--- config.mk ---
export PLATFORM = sky130hd
export DESIGN_NAME = regfile_scoreboard
export DESIGN_NICKNAME = d
export VERILOG_FILES = /design/src/rtl/regfile_scoreboard.sv
export SDC_FILE = /design/constraint.sdc
export NUM_CORES = 1
export LEC_CHECK = 0
export CAP_MARGIN = 30
export CORE_ASPECT_RATIO = 1.25
export CORE_UTILIZATION = 60
export CTS_CLUSTER_DIAMETER = 100
export DETAILED_ROUTE_END_ITERATION = 16
export HOLD_SLACK_MARGIN = 0.12
export PLACE_DENSITY = 0.92
export SLEW_MARGIN = 20
export SYNTH_ARGS = -nofsm -noshare
export SYNTH_HDL_FRONTEND = slang
export SYNTH_SLANG_ARGS = --single-unit
export TNS_END_PERCENT = 1
--- constraint.sdc ---
create_clock -name clk -period 5.1 [get_ports clk]
set_input_delay 0.51 -clock clk [delete_from_list [all_inputs] [get_ports clk]]
set_output_delay 0.51 -clock clk [all_outputs]
set_load 0.1 [all_outputs]
--- src/rtl/regfile_scoreboard.sv ---
// Decode-stage register file with write-to-read bypass and a per-register
// in-flight write scoreboard that raises RAW/WAW stalls.
// Optional feature macro: REGFILE_SCOREBOARD_STATS_EN adds a saturating
// 16-bit stall_cycles counter output.
module regfile_scoreboard #(
  parameter int DATA_W       = 16,
  parameter int NUM_REGS     = 8,
  parameter int REG_AW       = 3,
  parameter int MAX_INFLIGHT = 3
) (
  input  logic              clk,
  input  logic              rst,
  input  logic              issue_valid,
  input  logic [REG_AW-1:0] issue_rs,
  input  logic [REG_AW-1:0] issue_rt,
  input  logic              issue_rs_used,
  input  logic              issue_rt_used,
  input  logic [REG_AW-1:0] issue_rd,
  input  logic              issue_rd_wr,
  output logic              stall,
  output logic [DATA_W-1:0] rs_data,
  output logic [DATA_W-1:0] rt_data,
  input  logic              wb_en,
  input  logic [REG_AW-1:0] wb_sel,
  input  logic [DATA_W-1:0] wb_data,
  input  logic              sq_valid,
  input  logic [REG_AW-1:0] sq_rd,
  output logic              err
`ifdef REGFILE_SCOREBOARD_STATS_EN
  ,
  output logic [15:0]       stall_cycles
`endif
);

  localparam int CW = $clog2(MAX_INFLIGHT + 1);
  localparam logic [CW-1:0] CntMax = CW'(MAX_INFLIGHT);
  localparam logic [REG_AW:0] NumRegsW = (REG_AW + 1)'(NUM_REGS);

  function automatic logic inRange(input logic [REG_AW-1:0] sel);
    return {1'b0, sel} < NumRegsW;
  endfunction

  logic [DATA_W-1:0] regFile_q [NUM_REGS];
  logic [CW-1:0]     cnt_q     [NUM_REGS];
  logic [CW-1:0]     cnt_d     [NUM_REGS];
  logic              err_q;
  logic              err_d;

  logic [DATA_W-1:0] rsReg;
  logic [DATA_W-1:0] rtReg;
  logic [CW-1:0]     cntRs;
  logic [CW-1:0]     cntRt;
  logic [CW-1:0]     cntRd;
  logic              resolvingRs;
  logic              resolvingRt;
  logic              decRd;
  logic              accept;
  logic              badSel;

  // Look up register contents and scoreboard counts for the decode selects;
  // out-of-range selects see zero data and an idle counter.
  always_comb begin
    rsReg = '0;
    rtReg = '0;
    cntRs = '0;
    cntRt = '0;
    cntRd = '0;
    for (int i = 0; i < NUM_REGS; i++) begin
      if (issue_rs == REG_AW'(i)) begin
        rsReg = regFile_q[i];
        cntRs = cnt_q[i];
      end
      if (issue_rt == REG_AW'(i)) begin
        rtReg = regFile_q[i];
        cntRt = cnt_q[i];
      end
      if (issue_rd == REG_AW'(i)) begin
        cntRd = cnt_q[i];
      end
    end
    rs_data = (wb_en && wb_sel == issue_rs && inRange(issue_rs)) ? wb_data : rsReg;
    rt_data = (wb_en && wb_sel == issue_rt && inRange(issue_rt)) ? wb_data : rtReg;
  end

  // Hazard detection: a busy source stalls unless its last outstanding write is
  // being bypassed now; a full destination counter stalls unless it drains now.
  always_comb begin
    resolvingRs = wb_en && (wb_sel == issue_rs) && (cntRs == CW'(1));
    resolvingRt = wb_en && (wb_sel == issue_rt) && (cntRt == CW'(1));
    decRd = (wb_en && (wb_sel == issue_rd)) || (sq_valid && (sq_rd == issue_rd));
    stall = issue_valid &&
            ((issue_rs_used && (cntRs != '0) && !resolvingRs) ||
             (issue_rt_used && (cntRt != '0) && !resolvingRt) ||
             (issue_rd_wr && (cntRd == CntMax) && !decRd));
    accept = issue_valid && !stall;
  end

  // Scoreboard next state: net increment/decrement per register with
  // saturation at both ends; any saturation or bad select latches the error.
  always_comb begin
    badSel = (wb_en && !inRange(wb_sel)) ||
             (sq_valid && !inRange(sq_rd)) ||
             (accept && issue_rd_wr && !inRange(issue_rd)) ||
             (issue_valid && issue_rs_used && !inRange(issue_rs)) ||
             (issue_valid && issue_rt_used && !inRange(issue_rt));
    err_d = err_q || badSel;
    for (int i = 0; i < NUM_REGS; i++) begin
      int sum;
      sum = int'(cnt_q[i]);
      if (accept && issue_rd_wr && (issue_rd == REG_AW'(i))) sum = sum + 1;
      if (wb_en && (wb_sel == REG_AW'(i))) sum = sum - 1;
      if (sq_valid && (sq_rd == REG_AW'(i))) sum = sum - 1;
      if (sum < 0) begin
        cnt_d[i] = '0;
        err_d    = 1'b1;
      end else if (sum > MAX_INFLIGHT) begin
        cnt_d[i] = CntMax;
        err_d    = 1'b1;
      end else begin
        cnt_d[i] = CW'(sum);
      end
    end
  end

  // Architectural state: register file, counters and the sticky error flag.
  always_ff @(posedge clk or posedge rst) begin
    if (rst) begin
      for (int i = 0; i < NUM_REGS; i++) begin
        regFile_q[i] <= '0;
        cnt_q[i]     <= '0;
      end
      err_q <= 1'b0;
    end else begin
      for (int i = 0; i < NUM_REGS; i++) begin
        if (wb_en && (wb_sel == REG_AW'(i))) regFile_q[i] <= wb_data;
        cnt_q[i] <= cnt_d[i];
      end
      err_q <= err_d;
    end
  end

  assign err = err_q;

`ifdef REGFILE_SCOREBOARD_STATS_EN
  logic [15:0] stallCycles_q;

  // Count stalled edges, holding at the maximum rather than wrapping.
  always_ff @(posedge clk or posedge rst) begin
    if (rst) begin
      stallCycles_q <= '0;
    end else if (stall && (stallCycles_q != 16'hFFFF)) begin
      stallCycles_q <= stallCycles_q + 16'd1;
    end
  end

  assign stall_cycles = stallCycles_q;
`endif

endmodule

==> results.json <==
{
  "clock_latency_ns": 0.44,
  "grt_use_total": 0.3913,
  "p_per_area_nw_per_um2": 437.5,
  "fmax_ghz": 0.2075,
  "fin_ws_ns": 0.2818,
  "critPathKind": "in -> reg",
  "dp_hpwl_mm": 22.08,
  "clkSinkCount": 145,
  "drt_iter0_markers": 1391,
  "clock-skew-final_ns": 0.004267,
  "avgSynthCellArea_um2": 8.475,
  "grt_max_degree": 108,
  "outcome": "complete, no violations",
  "synth-seq-area-share": 0.3382,
  "yosysWarnings": 0,
  "hp-class": "in -> async",
  "via_per_inst": 6.951,
  "ir_drop_mv": 0.2879,
  "final_area_um2": 12290,
  "critPathLaunchType": "primary input",
  "cts_setup_buffers": 0,
  "synth_fp_nets": 1337,
  "cp_data_arrival_time_ns": 5.14,
  "finish.utilization": 0.7021,
  "final.min_clock_period_ns": 4.818,
  "synth.distinct_cells": 84,
  "clockBufferDepth": 2,
  "drc": 0,
  "grt_antenna_before_repair": 0,
  "crit_path_end_kind": "flip-flop",
  "vias": 10732,
  "cts_tree": "done",
  "numPortBuffers": 72,
  "rsz0062_at_grt": "false",
  "hold_viol_final": 0,
  "postRouteAntennaNets": 0,
  "leakage_nw": 5.583,
  "grt_overflow_total": 0,
  "fin_crit_sh": 0.9447,
  "syn_inst": 1266,
  "coreArea_um2": 17500,
  "hold_buffers": 0,
  "syn_area_um2": 10730,
  "grt_pass1_vias": 10497,
  "async_reset_ff_frac": 1.000,
  "cts_made_buffers": 17,
  "die_w_um": 121.6,
  "wirelength_mm": 34.64,
  "relSlewSlack": 0.3553,
  "grt_pass1_wl_mm": 54.32,
  "wl_per_cell_um": 22.43,
  "drv_cap": 0,
  "syn_to_final_growth_pct": 14.51,
  "synth_edf_count": 0,
  "path_max_fanout": 17,
  "htree_num_levels": 4,
  "antenna_cells": 0,
  "fp.dieH_um": 151.5,
  "cts_resized": 0,
  "row_count": 54,
  "tns_ns": 0,
  "post_dp_cell_area_um2": 11620,
  "ys.flop_type": "dfrtp_1",
  "initial_utilization": 0.6131,
  "finalMaxSlewViolations": 0,
  "io_pins": 73,
  "root_buffer": "clkbuf_16",
  "place_ws_ns": -0.06904,
  "setup_viol": 0,
  "power.total_w": 0.005375,
  "ys_ff_latch": 145,
  "place_congestion": 0.9575,
  "clk_pin_slew_ns": 0.06,
  "worst_pin_slew_ns": 0.9641,
  "first_pass_iters": 6,
  "die_area_um2": 18420,
  "nets": 1378,
  "required_ns": 5.42,
  "drive_above_1_share": 0.1735
}
-- cell usage in the layout, fill, tap and decap left out, drive strengths merged, types with 7 or more instances in the layout --
| cell | synthesis | final |
|---|---|---|
| nand2b | 15 | 15 |
| buf | 27 | 90 |
| clkbuf | 75 | 18 |
| nor3 | 16 | 16 |
| mux2 | 48 | 48 |
| a21oi | 75 | 75 |
| o211ai | 11 | 11 |
| mux4 | 27 | 27 |
| a211oi | 7 | 7 |
| nand2 | 352 | 352 |
| mux2i | 53 | 53 |
| nand4 | 12 | 12 |
| inv | 25 | 29 |
| nor3b | 12 | 12 |
| nor2 | 56 | 56 |
| dfrtp | 145 | 145 |
| o21ai | 56 | 56 |
| nand3b | 8 | 8 |
| a31oi | 22 | 22 |
| nand3 | 19 | 19 |
| clkdlybuf4s50 | 0 | 34 |
| o21a | 15 | 15 |
| nor2b | 9 | 9 |
| and3 | 8 | 8 |
| xor2 | 8 | 8 |
| ha | 32 | 32 |
| xnor2 | 34 | 34 |
| o22ai | 18 | 18 |
-- kinds of logic after synthesis --
kind of cell / share of synthesized area
AO/OA/AOI/OAI: 0.1571
XOR/XNOR: 0.03499
adder cells (fa/ha/maj): 0.03732
buffers and inverters: 0.05108
flip-flops: 0.3382
multiplexers: 0.1576
AND/OR/NAND/NOR: 0.2238
-- final cells by class --
class                           instances  area [um^2]
Tap cell                              224        280.3
Inverter                               25        98.84
Sequential cell                       145         3628
Clock inverter                         14        178.9
Fill cell                            1248         5214
Clock buffer                           18        439.2
Multi-Input combinational cell        994         6579
Timing Repair Buffer                  124         1081
-- sequential cells by signal (all words and copies together) (netlist names) --
register,count
cnt_q,16
err,1
regFile_q,128
-- worst max-delay path: stages --
cell and delay [ns]:
clkdlybuf4s50_1 0.60, xnor2_2 0.22, nand4_2 0.15, buf_4 0.30
o221ai_1 0.19, a221oi_2 0.41, nor4_2 0.09, buf_4 0.17
xnor2_1 0.29, ha_1 0.31, mux2_2 0.31, ha_1 0.21
nand2_1 0.11, xor2_1 0.09, or3_1 0.33, o21ai_1 0.24
o211ai_1 0.19, nor4bb_2 0.32, nand3_1 0.09
-- path summary, 6_finish.rpt --
| check | cells after the start | from | slack [ns] | endpoint |
|---|---|---|---|---|
| max in group asynchronous | 4 | rst | 3.45 | cnt_q[12]$_DFF_PP0_ |
| min | 2 | rst | 0.39 | regFile_q[105]$_DFFE_PP0P_ |
| min in group clk | 2 | regFile_q[32]$_DFFE_PP0P_ | 0.50 | regFile_q[32]$_DFFE_PP0P_ |
| max | 19 | wb_sel[2] | 0.28 | err$_DFFE_PP0P_ |
| max reg2reg | 18 | cnt_q[11]$_DFF_PP0_ | 0.62 | err$_DFFE_PP0P_ |
| min reg2reg | 2 | regFile_q[32]$_DFFE_PP0P_ | 0.50 | regFile_q[32]$_DFFE_PP0P_ |
-- report_power, final --
| group | total (W) | switching (W) | internal, W |
|---|---|---|---|
| Clock | 0.00132 | 0.000529 | 0.000790 |
| Sequential | 0.00177 | 0.000356 | 0.00141 |
| Combinational | 0.00229 | 0.00139 | 0.000898 |
| Total | 0.00538 | 0.00228 | 0.00310 |
-- cell usage after synthesis, types with 16 or more instances --
library cell  instances  share of area
a21oi_1              75          0.035
a31oi_1              20          0.012
clkbuf_1             75          0.026
dfrtp_1             145           0.34
ha_1                 32          0.037
inv_1                25         0.0087
mux2_2               47          0.049
mux2i_1              52          0.049
mux4_2               26          0.055
nand2_1             352           0.12
nor2_1               56          0.020
nor3_1               16         0.0075
o21ai_0              53          0.025
o22ai_1              17         0.0099
xnor2_1              33          0.027
-- metrics by stage --
stage / std cells / hold slack (ns)
2_1_floorplan: 1266 / 0.4576
6_report: 1544 / 0.3875
3_3_place_gp: 1510 / 0.4745
4_1_cts: 1543 / 0.4971
5_1_grt: 1544 / 0.4159
3_5_place_dp: 1511 / 0.4814
-- metal layers --
layer  vias up  track usage  wire length (um)
li1       4555            -                 -
met1      5003       0.4628             11950
met2       909       0.6239             16160
met3       265       0.1010              4148
met4         0       0.2710              2376
met5         -            0                 0
No activity file was read; power rests on OpenSTA's default activity.
==> RTL change 1: new RTL, same flow settings <==
The option `REGFILE_SCOREBOARD_STATS_EN` is turned on by a define.
--- a/src/rtl/regfile_scoreboard.sv
+++ b/src/rtl/regfile_scoreboard.sv
@@ -3,4 +3,6 @@
 // Optional feature macro: REGFILE_SCOREBOARD_STATS_EN adds a saturating
 // 16-bit stall_cycles counter output.
+`define REGFILE_SCOREBOARD_STATS_EN
+
 module regfile_scoreboard #(
   parameter int DATA_W       = 16,
Formal check against the unedited RTL (old outputs only; new: stall_cycles): equivalent (equiv_simple and equiv_induct, registers matched by name and starting in step).
==> RTL change 1 against the original RTL <==
- sequential share of layout area is 1.1 points higher
- worst setup slack gained 180 ps
- final area grew 7.1%
- total power increased by 10%
- sequential cell count up 16
- wire length down 0.37%
- die area increased by 7.2%
- area after synthesis increased by 7.3%
- largest power group unchanged
==> RTL change 1: results (changes against the original RTL) <==
Logic synthesis
  • Area share of xor/xnor cells in the synthesized design: 4.09% (+0.59 points)
  • Fraction of the mapped netlist area in compound gates: 12.3% (-3.4 points)
  • Most common library cells after synthesis: 393 x nand2_1, 161 x dfrtp_1, 101 x nor2_1
  • Leading cell types by total area after synthesis: dfrtp_1 35%, nand2_1 13%, mux4_2 8.0%
  • Sequential fraction of the synthesis area: 35.0% (+1.2 points)
  • Number of distinct library cell variants in the gate-level netlist after synthesis: 84 (unchanged)
  • Post-synthesis share of cell area spent on full adders, half adders and majority gates: 3.59% (-0.14 points)
  • Number of nets produced by synthesis: 1419 (+6.1%)
  • Cell count after synthesis: 1347 (+6.4%)
  • Multiplexer fraction of the synthesized cell area: 16.6% (+0.81 points)

Placement
  • Port Buffer Count: 88 (+22%)
  • Total half-perimeter wirelength after legalization and detailed placement: 23.2 mm (+4.9%)
  • Final GP Congestion: 0.976 (+2.0%)
  • Cells after DPL: 1614 (+6.8%)
  • DP Worst Slack: 53.7 ps (+123 ps)
  • Area of placed instances: 0.0125 mm2 (+7.8%)

Setup path
  • Largest fanout on the critical path: 8 (-9)
  • Worst reg2reg setup slack: 590 ps (-30 ps)
  • Delay of the slowest cell on the worst path: 690 ps (+90 ps)
  • Logic depth of the worst register-to-register path: 16 (-2)
  • Data arrival at the endpoint of the critical path: 4940 ps (-200 ps)
  • Critical path's top delay family: compound AO/OA/AOI/OAI gates
  • Worst setup path startpoint: wb_sel[2]
  • Worst R2R Start: cnt_q[10]$_DFF_PP0_

Min path
  • Classification of the worst-slack hold path: register to register

Pwr
  • Total power per unit cell area: 450 mW/mm2 (+2.8%)
  • Static power due to leakage: 6.06 nW (+8.6%)
  • Highest ir drop seen on vdd: 453 uV (+57%)

Timing
  • Relative slew slack: 34.4% (-1.1 points)
  • Final period demand of the worst path: 4630 ps (-184 ps)
  • Hold Slack: 500 ps (+113 ps)
  • Fin Clk Skew: 5.78 ps (+1.52 ps)

Clock network
  • Clock transition at path regs: about 70 ps

Route
  • Violation count after the first detailed-routing iteration: 1430 (+2.8%)
  • Wire length after detailed routing: 34.5 mm (-0.37%)
  • Routed vias: 10900 (+2.0%)

Final layout
  • Nets@finish: 1474 (+7.0%)
  • Non-filler instance count after layout: 1647 (+6.7%)
  • Filler cells: 1369 (+9.7%)
  • Share of cells above drive strength 1: 15.1% (-2.2 points)

GRT
  • Largest net degree at the start of global routing: 89 (-18%)
  • GRT Overall Usage: 35.8% (-3.3 points)

Status
  • Outcome: finished clean
-- RTL change 1: changes by cell type after synthesis, sizes merged, moves of 13 or more --
| cell | change |
|---|---|
| dfrtp | +16 |
| nor2 | +45 |
| nand2 | +42 |
| o21ai | -19 |
| a31oi | -13 |
| o22ai | -13 |
| mux4 | +14 |
| mux2 | -16 |
-- RTL change 1: layer usage --
layer  wire length [um]  track usage (%)  vias up
met3               3390             6.43      178
met5                  0                0        -
met4               1910             22.5        0
met1              12500             43.4     5211
li1                   -                -     4791
met2              16700             59.4      762
-- RTL change 1: layout make-up --
type / count / share of cell area (%)
clock inverter: 11 / 1.36
tap: 232 / 2.21
clock buffer: 21 / 3.42
inverter: 21 / 0.637
sequential: 161 / 30.6
timing repair buffer: 136 / 8.60
multi-input combinational: 1065 / 53.2
-- RTL change 1: power breakdown --
group          total (mW)  switching (mW)  internal [mW]
registers            1.92           0.363           1.56
logic                2.61            1.63          0.981
clock network        1.39           0.550          0.839
total                5.92            2.54           3.38
==> RTL change 2: new RTL, config.mk and constraints unchanged <==
Made on the original files. Register the output `err` once more, without a reset; this adds one clock of latency there. The other outputs are not delayed to match.
--- a/src/rtl/regfile_scoreboard.sv
+++ b/src/rtl/regfile_scoreboard.sv
@@ -140,5 +140,7 @@
   end
 
-  assign err = err_q;
+  always_ff @(posedge clk) begin
+    err <= err_q;
+  end
 
 `ifdef REGFILE_SCOREBOARD_STATS_EN
Check against the original RTL: not equivalent (Yosys sat finds a counterexample within 4 cycles, from zero or initial values and one cycle with rst high).
==> RTL change 2 against the original RTL <==
- worst setup slack lost 76 ps
- critical endpoint is now err_q$_DFFE_PP0P_
- total power grew 0.40%
- area after synthesis grew 0.19%
- wire length grew 1.3%
- clock skew grew 3.4 ps
- sequential cell count grew 1
- final area grew 0.74%
- sequential power is essentially flat
==> RTL change 2: results (changes against the original RTL) <==
Logic synthesis
  • Sequential fraction of the synthesis area: 33.9% (+0.12 points)
  • Number of nets produced by synthesis: 1338 (+0.075%)
  • Synthesized area divided by synthesized cell count: 8.48 um2 (+0.11%)
  • Number of distinct library cell variants in the gate-level netlist after synthesis: 85 (+1.2%)
  • Leading cell types by total area after synthesis: dfrtp_1 34%, nand2_1 12%, mux4_2 5.4%
  • Share of flip-flops with an asynchronous set or reset: 99.3% (-0.68 points)

Status
  • Outcome: finished clean

Timing
  • Crit share post-route: 96.0% (+1.5 points)
  • Hold Slack: 417 ps (+29.3 ps)
  • Pin slew with the least headroom to its limit: 955 ps (-8.76 ps)

GRT
  • Vias in the first global route: 10600 (+0.96%)
  • GRT Overall Usage: 39.0% (-0.13 points)
  • Largest net degree at the start of global routing: 77 (-29%)

Route
  • Violation count after the first detailed-routing iteration: 1427 (+2.6%)
  • Wire length after detailed routing: 35.1 mm (+1.3%)

Pwr
  • Internal Dissipation: 3.10 mW (+0.15%)
  • Static power due to leakage: 5.64 nW (+1.0%)
  • Highest ir drop seen on vdd: 335 uV (+16%)

Final layout
  • Non-filler instance count after layout: 1561 (+1.1%)
  • Nets@finish: 1397 (+1.4%)
  • Share of cells above drive strength 1: 18.1% (+0.75 points)

Setup path
  • Data arrival at the endpoint of the critical path: 5200 ps (+60 ps)
  • Worst reg2reg setup slack: 450 ps (-170 ps)
  • Capturing point of the worst reg2reg path: err_q$_DFFE_PP0P_
  • Largest fanout on the critical path: 10 (-7)

Placement
  • Total half-perimeter wirelength after legalization and detailed placement: 22.5 mm (+1.9%)
  • Final GP Congestion: 0.985 (+2.8%)
  • Area of placed instances: 0.0118 mm2 (+1.3%)
  • Cells after DPL: 1529 (+1.2%)

Min path
  • Classification of the worst-slack hold path: register to register
-- RTL change 2: cell types whose count changed in the layout (fill, tap and decap cells not counted), sizes merged --
cell,before,now
buf,90,108
bufinv,3,2
clkbuf,18,19
clkinv,6,4
clkinvlp,1,3
dfxtp,0,1
inv,29,27
-- RTL change 2: cell type report --
class	instances	area, um2
clock buffers	19	453
clock inverters	11	130
fillers	1219	5120
inverters	25	98.8
multi-input cells	994	6560
flip-flops and latches	146	3650
well taps	224	280
repair buffers	142	1210
-- RTL change 2: what timing repair did --
action	CTS	global route
endpoints found under the setup margin	0	2
setup buffers	0	0
gates resized for setup	0	1
endpoints found under the hold margin	0	0
-- RTL change 2: cells by family after synthesis --
family	synth area share, %
and+or+nand+nor	22.3
muxes	15.7
AOI/OAI and AO/OA	15.7
DFF	33.9
adders and majority gates	3.72
xor gates and xnor gates	3.49
buffers and inverters	5.10
-- RTL change 2: power groups by stage --
stage	Combinational [mW]	Sequential, mW	Clock, mW
after floorplan	1.81	1.60	0
after global placement	2.19	1.75	0
after detailed placement	2.27	1.76	0
after CTS	2.31	1.75	1.26
after global routing	2.53	1.80	1.31
final	2.35	1.77	1.27
-- RTL change 2: metal layers --
metal  part of all wire (%)  GRT usage (%)  vias up  wire, um
met3                     12           10.6      306      4230
met1                     34           44.7     5053     11900
li1                       -              -     4567         -
met2                     46           62.6      912     16100
met4                    8.2           28.6        0      2890
met5                      0              0        -         0
